**src/rtl/latch_bank_arbiter_if.sv**
```systemverilog
// Latch write-port handshake bundle for latch_bank_arbiter.
// The master side is the requester logic; the slave side is the arbiter.
interface latch_bank_arbiter_if #(
  parameter int N_REQ  = 4,
  parameter int DATA_W = 8
);
  logic [N_REQ-1:0]        req;
  logic [N_REQ*DATA_W-1:0] wdata;
  logic [N_REQ-1:0]        gnt;
  logic [DATA_W-1:0]       latch_d;
  logic                    latch_en;
  logic                    done;
  logic                    busy;

  modport master (
    output req, wdata,
    input  gnt, latch_d, latch_en, done, busy
  );

  modport slave (
    input  req, wdata,
    output gnt, latch_d, latch_en, done, busy
  );
endinterface

```
**src/rtl/latch_bank_arbiter.sv**
```systemverilog
// Round-robin arbiter sequencing one shared latch port: SETUP, OPEN, HOLD.
// Define LATCH_ARB_FIXED_PRIO_EN for fixed lowest-index priority.
module latch_bank_arbiter #(
  parameter int N_REQ       = 4,
  parameter int DATA_W      = 8,
  parameter int OPEN_CYCLES = 2
) (
  input logic                 clk,
  input logic                 reset,
  latch_bank_arbiter_if.slave bus
);

  localparam int PW = (N_REQ > 1) ? $clog2(N_REQ) : 1;
  localparam int CW = $clog2(OPEN_CYCLES + 1);

  typedef enum logic [1:0] {
    IDLE, SETUP, OPEN, HOLD
  } state_t;

  state_t            state_q;
  logic [CW-1:0]     cnt_q;
  logic [N_REQ-1:0]  gnt_q;
  logic [DATA_W-1:0] data_q;
  logic              en_q;
  logic              done_q;
  logic              busy_q;
  logic [PW-1:0]     win_d;

`ifndef LATCH_ARB_FIXED_PRIO_EN
  logic [PW-1:0] ptr_q;
  logic [PW-1:0] win_q;
  logic [PW-1:0] idx;

  // Scan downward so the slot nearest ptr+1 is assigned last and wins.
  always_comb begin
    win_d = '0;
    idx   = '0;
    for (int k = N_REQ; k >= 1; k--) begin
      idx = PW'((int'(ptr_q) + k) % N_REQ);
      if (bus.req[idx]) win_d = idx;
    end
  end
`else
  always_comb begin
    win_d = '0;
    for (int k = N_REQ - 1; k >= 0; k--) begin
      if (bus.req[k]) win_d = PW'(k);
    end
  end
`endif

  always_ff @(posedge clk or posedge reset) begin
    if (reset) begin
      state_q <= IDLE;
      cnt_q   <= '0;
      gnt_q   <= '0;
      data_q  <= '0;
      en_q    <= 1'b0;
      done_q  <= 1'b0;
      busy_q  <= 1'b0;
`ifndef LATCH_ARB_FIXED_PRIO_EN
      ptr_q   <= PW'(N_REQ - 1);
      win_q   <= '0;
`endif
    end else begin
      unique case (state_q)
        IDLE: begin
          en_q   <= 1'b0;
          done_q <= 1'b0;
          if (|bus.req) begin
            gnt_q   <= N_REQ'(1) << win_d;
            data_q  <= bus.wdata[win_d*DATA_W +: DATA_W];
            busy_q  <= 1'b1;
            state_q <= SETUP;
`ifndef LATCH_ARB_FIXED_PRIO_EN
            win_q   <= win_d;
`endif
          end else begin
            gnt_q  <= '0;
            busy_q <= 1'b0;
          end
        end
        SETUP: begin
          en_q    <= 1'b1;
          cnt_q   <= CW'(1);
          state_q <= OPEN;
        end
        OPEN: begin
          if (cnt_q == CW'(OPEN_CYCLES)) begin
            en_q    <= 1'b0;
            done_q  <= 1'b1;
            state_q <= HOLD;
          end else begin
            cnt_q <= cnt_q + CW'(1);
          end
        end
        HOLD: begin
          done_q  <= 1'b0;
          gnt_q   <= '0;
          busy_q  <= 1'b0;
          state_q <= IDLE;
`ifndef LATCH_ARB_FIXED_PRIO_EN
          ptr_q   <= win_q;
`endif
        end
        default: state_q <= IDLE;
      endcase
    end
  end

  assign bus.gnt      = gnt_q;
  assign bus.latch_d  = data_q;
  assign bus.latch_en = en_q;
  assign bus.done     = done_q;
  assign bus.busy     = busy_q;

endmodule

```
**src/flat_wrapper.sv**
```systemverilog
// flat-port wrapper written by rule: the top's interface ports become plain ports
module latch_bank_arbiter_flat 
#(
  parameter int N_REQ       = 4,
  parameter int DATA_W      = 8,
  parameter int OPEN_CYCLES = 2
)
  (clk, reset, bus_req, bus_wdata, bus_gnt, bus_latch_d, bus_latch_en, bus_done, bus_busy);
  latch_bank_arbiter_if #(.N_REQ(N_REQ), .DATA_W(DATA_W)) bus_i ();
  input logic clk;
  input logic reset;
  input wire logic [$bits(bus_i.req)-1:0] bus_req;
  input wire logic [$bits(bus_i.wdata)-1:0] bus_wdata;
  output wire logic [$bits(bus_i.gnt)-1:0] bus_gnt;
  output wire logic [$bits(bus_i.latch_d)-1:0] bus_latch_d;
  output wire logic [$bits(bus_i.latch_en)-1:0] bus_latch_en;
  output wire logic [$bits(bus_i.done)-1:0] bus_done;
  output wire logic [$bits(bus_i.busy)-1:0] bus_busy;
  assign bus_i.req = bus_req;
  assign bus_i.wdata = bus_wdata;
  assign bus_gnt = bus_i.gnt;
  assign bus_latch_d = bus_i.latch_d;
  assign bus_latch_en = bus_i.latch_en;
  assign bus_done = bus_i.done;
  assign bus_busy = bus_i.busy;
  latch_bank_arbiter #(.N_REQ(N_REQ), .DATA_W(DATA_W), .OPEN_CYCLES(OPEN_CYCLES)) u_core (.clk(clk), .reset(reset), .bus(bus_i));
endmodule
```
**config.mk**
```make
export PLATFORM = sky130hd
export DESIGN_NAME = latch_bank_arbiter_flat
export DESIGN_NICKNAME = d
export VERILOG_FILES = /design/src/rtl/latch_bank_arbiter_if.sv /design/src/rtl/latch_bank_arbiter.sv /design/src/flat_wrapper.sv
export SDC_FILE = /design/constraint.sdc
export NUM_CORES = 1
export LEC_CHECK = 0
export CAP_MARGIN = 20
export CORE_MARGIN = 10
export CORE_UTILIZATION = 39
export CTS_CLUSTER_SIZE = 25
export DETAILED_ROUTE_END_ITERATION = 10
export PLACE_DENSITY_LB_ADDON = 0.1
export SLEW_MARGIN = 40
export SYNTH_ARGS = -nofsm -noshare
export SYNTH_HDL_FRONTEND = slang
export SYNTH_SLANG_ARGS = --single-unit
```
**constraint.sdc**
```tcl
create_clock -name clk -period 1.75 [get_ports clk]
set_clock_uncertainty 0.1 [all_clocks]
set_input_delay 0.4375 -clock clk [delete_from_list [all_inputs] [get_ports clk]]
set_output_delay 0.4375 -clock clk [all_outputs]
set_load 0.02 [all_outputs]
```
-- After elaboration in Yosys (flattened, before gate mapping)
Index checks and enable logic that the tools add are counted.
- logic and storage cells: 64
- output and inout bits: 15
- bits in registers: 23
- bits of input ports: 38
- add/sub/neg operators: 5
- muxes and demuxes: 25
- reduce and logical (&&, ||, !) cells: 12
- order comparisons: 4
- shift operators: 2
- equal/unequal tests: 7
- operator list (operator ; number):
    32-bit by 6-bit variable part select with 8-bit output ; 1
    2-bit two-way mux ; 7
    2-bit by 3-bit < comparator with 1-bit output (second input constant) ; 4
    2-bit AND reduction ; 5
    1-bit binary-select mux with 2-bit select ; 4
    2-bit case mux with 4 select lines ; 1
    4-bit case mux with 2 select lines ; 1
    1-bit two-way mux ; 7
    2-bit by 1-bit adder with 2-bit output (second input constant) ; 3
    2-bit equality test (second input constant) ; 3
    2-bit nonzero test ; 3
    2-bit adder (second input constant) ; 2
    4-bit two-way mux ; 1
    2-bit by 1-bit inequality test with 1-bit output (second input constant) ; 2
    1-bit case mux with 2 select lines ; 2
    2-bit case mux with 2 select lines ; 1
    4-bit OR reduction ; 1
    1-bit by 2-bit << shifter with 4-bit output (first input constant) ; 1
    1-bit case mux with 3 select lines ; 1
    3-bit nonzero test ; 1
    2-bit by 1-bit equality test with 1-bit output (second input constant) ; 1
    2-bit logical NOT ; 1
    2-bit inequality test (second input constant) ; 1
    2-bit OR reduction ; 1

-- Longest topological paths before layout
- word-level depth: 10
- depth in mapped cells: 6

-- Least setup slack after synthesis
No wires, ideal clock.
- path kind: reg-to-reg
- start: register u_core.ptr_q[0]
- end: register u_core.data_q[0] (netlist: u_core.bus.latch_d[0])
- clock period less this slack: 1776 ps
- path slack: -26 ps
- required time: 1518 ps
- arrival: 1543 ps
- stages on the path, launching flop included: 6
- path buffers: 0
- cell sequence: dfstp_2 -> and2b_4 -> o21ai_4 -> nand3_1 -> a211oi_1 -> a211oi_2
- cells in the longest elaborated chain, start to end: 8
- elaborated cells on any way between the ends: 17
- classes of those cells: add/sub (4); shift (1); mux (12)
- RTL lines (item ; line ; RTL):
    from (decl) ; latch_bank_arbiter.sv:30 ; logic [PW-1:0] ptr_q;
    from (signal assigned) ; latch_bank_arbiter.sv:62 ; ptr_q <= PW'(N_REQ - 1);
    from (signal assigned) ; latch_bank_arbiter.sv:103 ; ptr_q <= win_q;
    2-bit by 1-bit adder with 2-bit output ; latch_bank_arbiter.sv:39 ; idx = PW'((int'(ptr_q) + k) % N_REQ);
    1-bit binary-select mux with 2-bit select ; latch_bank_arbiter.sv:40 ; if (bus.req[idx]) win_d = idx;
    1-bit two-way mux (not written as such) ; latch_bank_arbiter.sv:40 ;
    2-bit two-way mux (3 in a row) ; latch_bank_arbiter.sv:40 ;
    2-bit two-way mux * ; latch_bank_arbiter.sv:40 ;
    32-bit by 6-bit variable part select with 8-bit output * ; latch_bank_arbiter.sv:72 ; data_q <= bus.wdata[win_d*DATA_W +: DATA_W];
    to (signal assigned) ; latch_bank_arbiter.sv:72 ;
    to (decl) ; latch_bank_arbiter.sv:23 ; logic [DATA_W-1:0] data_q;
Every way passes the cells marked *; elsewhere a longest branch is shown, timed or not. The select of a mux whose other input is x is not followed.
A chain may end at the register's enable or synchronous reset.

-- Worst setup path in the final report
Same ends and word-level chain as after synthesis.

==> impl_results.md <==
- Maximum VDD drop: 0.000876 V
- Mapped Cells: 131
- Clock Tree Buf Depth: 2
- Hpwl dp: 3.45 mm
- TritonRoute pass-1 iters: 4
- Static Leak: around 1.1 nW
- Critical path's top delay family: flip-flops
- N_diodes: 0
- Cell taking the most area after synthesis: dfrtp_1
- First-pass GRT wire length: 7.20 mm
- Initial DRC Count: 94
- Vias: ~1400
- Buffers plus inverters on the worst setup path: 2
- # rows: 21
- Most frequently used flop master after synthesis: dfrtp_1
- Minimum clock period: 1930 ps
- GP Congestion: 0.836
- Most frequent cell after synthesis: dfrtp_1
- Setup violators final: 13
- CTS Hold Bufs: 0
- Status: finished with violations
- Post-route DRC: 0
- Max Cap Viol: 0
- Setup CP Type: flip-flop to flip-flop
- Non-filler instance count after layout: 263
- Top area cells in the synthesized netlist: dfrtp_1 (38%), a211oi_2 (6.3%), ha_1 (6.3%)
- CP max FO: 4
- Fillers: 263
- Worst endpoint required time: roughly 1900 ps
- PwrDens: 1550 nW/µm²
- Synthesized area: 1400 µm²
- Reg2Reg Launch Point: u_core.ptr_q[0]
- Initial Utilization: about two fifths
- CP Depth: 7
- Area of the die: between 6000 and 7000 µm²
- DP Worst Slack: -719 ps
- PnR Total Power: around 0.0036 W
- Vias in the first global route: 1462
- Max Slew Vio Count: 0
- Drt wl/cell: 17.7 µm
- Sequential cell area fraction in the yosys report: 41.4%
- Post-route ant nets: 0
- H-tree Lvls: 1
- CTS Root Cell: clkbuf_4
- Slew HR: 77.1%
- Largest net degree at the start of global routing: 24
- Final worst-path cycle share: 110%
- Synth cell count leaders: dfrtp_1 (21), nor2_1 (16), a211oi_1 (10)
- Largest stage delay, worst path: 580 ps
- Post-route design area: 2350 µm²
- Slowest cell on crit path: dfstp_2
- Worst Slack Setup Final: -177 ps
- Total Routed Length: 4.65 mm
- EDFF count, synth: 0
- Core Footprint: 3390 µm²
- Die height: 79.8 µm
- Ys async rst share: 100%
- Crit end category: flip-flop
- Syn_nets: 176
- Num CTS Buffers: 3
- Seq. cell area: 578 µm²
- I/O Pins: 53
- #FFs+latches synth: 23
- RSZ-0062 raised after global routing: true
- FMAX: 519 MHz
- Slew @ Worst Pin: 342 ps
- Worst skew pair latency: 320 ps
- Worst reg-to-reg path cell count: 7
- Share of cells above drive strength 1: 34.1%
- Fin nets: 263
- # port buffers: 52
- Clk pin slew, worst setup/hold paths: 140 ps
- TritonCTS clock tree: done
- Antenna violations before repair: 0
- Synthesized area per cell: 10.6 µm²
- GRT overflow: 0
- Final Util: 69.5%
- Post-DP Area: 2140 µm²
- DP Cell Count: 250
- Hold Crit Class: input pin to async pin
- Vias per Instance: roughly 5.2
- Endpoints failing hold: 0
- Type of origin of the critical path: flip-flop
- Cells along the critical path: and2b_4 -> buf_6 -> o21ai_4 -> buf_12 -> and3_4 -> mux2i_2 -> a211oi_2
- Netlist cell types: 31
- Die W: approximately 80 µm
- CP Data Arrival Time: 2040 ps
- CP startpoint: u_core.ptr_q[0]
- Post-synth top area share: a little under two fifths
- Ys Warns: 0
- Num Clock Sinks: 23
- Area Overhead vs Synth: 68.8%
- Multi-input logic area: roughly 900 µm²
- All-layer global routing usage: 14.1%
- Failing checks: setup timing
[flip-flops by register name (all words and copies together), names as in the netlist]
signal               cells
u_core.bus.busy          1
u_core.bus.done          1
u_core.bus.gnt           4
u_core.bus.latch_d       8
u_core.bus.latch_en      1
u_core.cnt_q             2
u_core.ptr_q             2
u_core.state_q           2
u_core.win_q             2
[final cells by class]
| class | instances | area share [%] |
|---|---|---|
| well taps | 46 | 2.44 |
| inverters | 6 | 0.956 |
| flip-flops and latches | 23 | 24.5 |
| clock inverters | 1 | 0.319 |
| multi-input cells | 99 | 37.8 |
| clock buffers | 3 | 0.956 |
| repair buffers | 85 | 32.9 |
[layout by cell type (no fill, tap or decap), types with 7 or more instances in the layout]
cell | synthesis | layout
a211oi_2 | 7 | 16
and4_1 | 8 | 8
buf_4 | 0 | 28
clkdlybuf4s50_1 | 0 | 33
dfrtp_1 | 21 | 21
dlygate4sd2_1 | 0 | 18
ha_1 | 7 | 7
nor2_1 | 16 | 16
[per-layer routing]
metal  vias to the layer above  GRT usage, %  wire (µm)
met1                       657          15.8       1780
met4                         0          5.11         93
met5                         -             0          0
met2                        48          25.1       2510
li1                        665             -          -
met3                         8          3.27        269
[stage by stage]
stage	TNS, ps	hold slack, ps
final	-1860	353
after global routing	-2540	384
after CTS	-1630	355
after detailed placement	-9350	391
after global placement	-9510	378
after floorplan	-35.5	338
[power by group]
group | total [W] | internal, W | switching, W | leakage, nW
logic | 0.00244 | 0.00120 | 0.00125 | 0.764
clock network | 0.000263 | 0.0000872 | 0.000176 | 0.0139
registers | 0.000932 | 0.000800 | 0.000132 | 0.272
[path summary, 6_finish.rpt]
check	end	slack, ps
setup / recovery	u_core.bus.latch_d[0]	-180
hold / removal	u_core.bus.latch_d[2]	350
setup reg to reg	u_core.bus.latch_d[0]	-180
hold reg to reg	u_core.bus.busy	410
max in group asynchronous	u_core.ptr_q[0]	900
min in group clk	u_core.bus.busy	410
[cell families after synthesis]
group	Yosys count	share of synthesized area [%]
simple gates	45	19.1
flops	23	41.4
buf+inv	10	3.59
compound gates	36	22.2
fa+ha+maj	7	6.28
mux	10	7.35
[worst reg2reg max path, stage by stage (launching register included)]
cell and delay, ps:
dfstp_2 580, and2b_4 190, buf_6 110, o21ai_4 160
buf_12 130, and3_4 240, mux2i_2 230, a211oi_2 80
[repair_timing]
item	4_1_cts	5_1_grt
endpoints found under the setup margin	29	13
setup buffers	4	4
resized for setup	34	11
cloned	1	0
pin swaps	10	11
No activity file was read; power rests on OpenSTA's default activity.
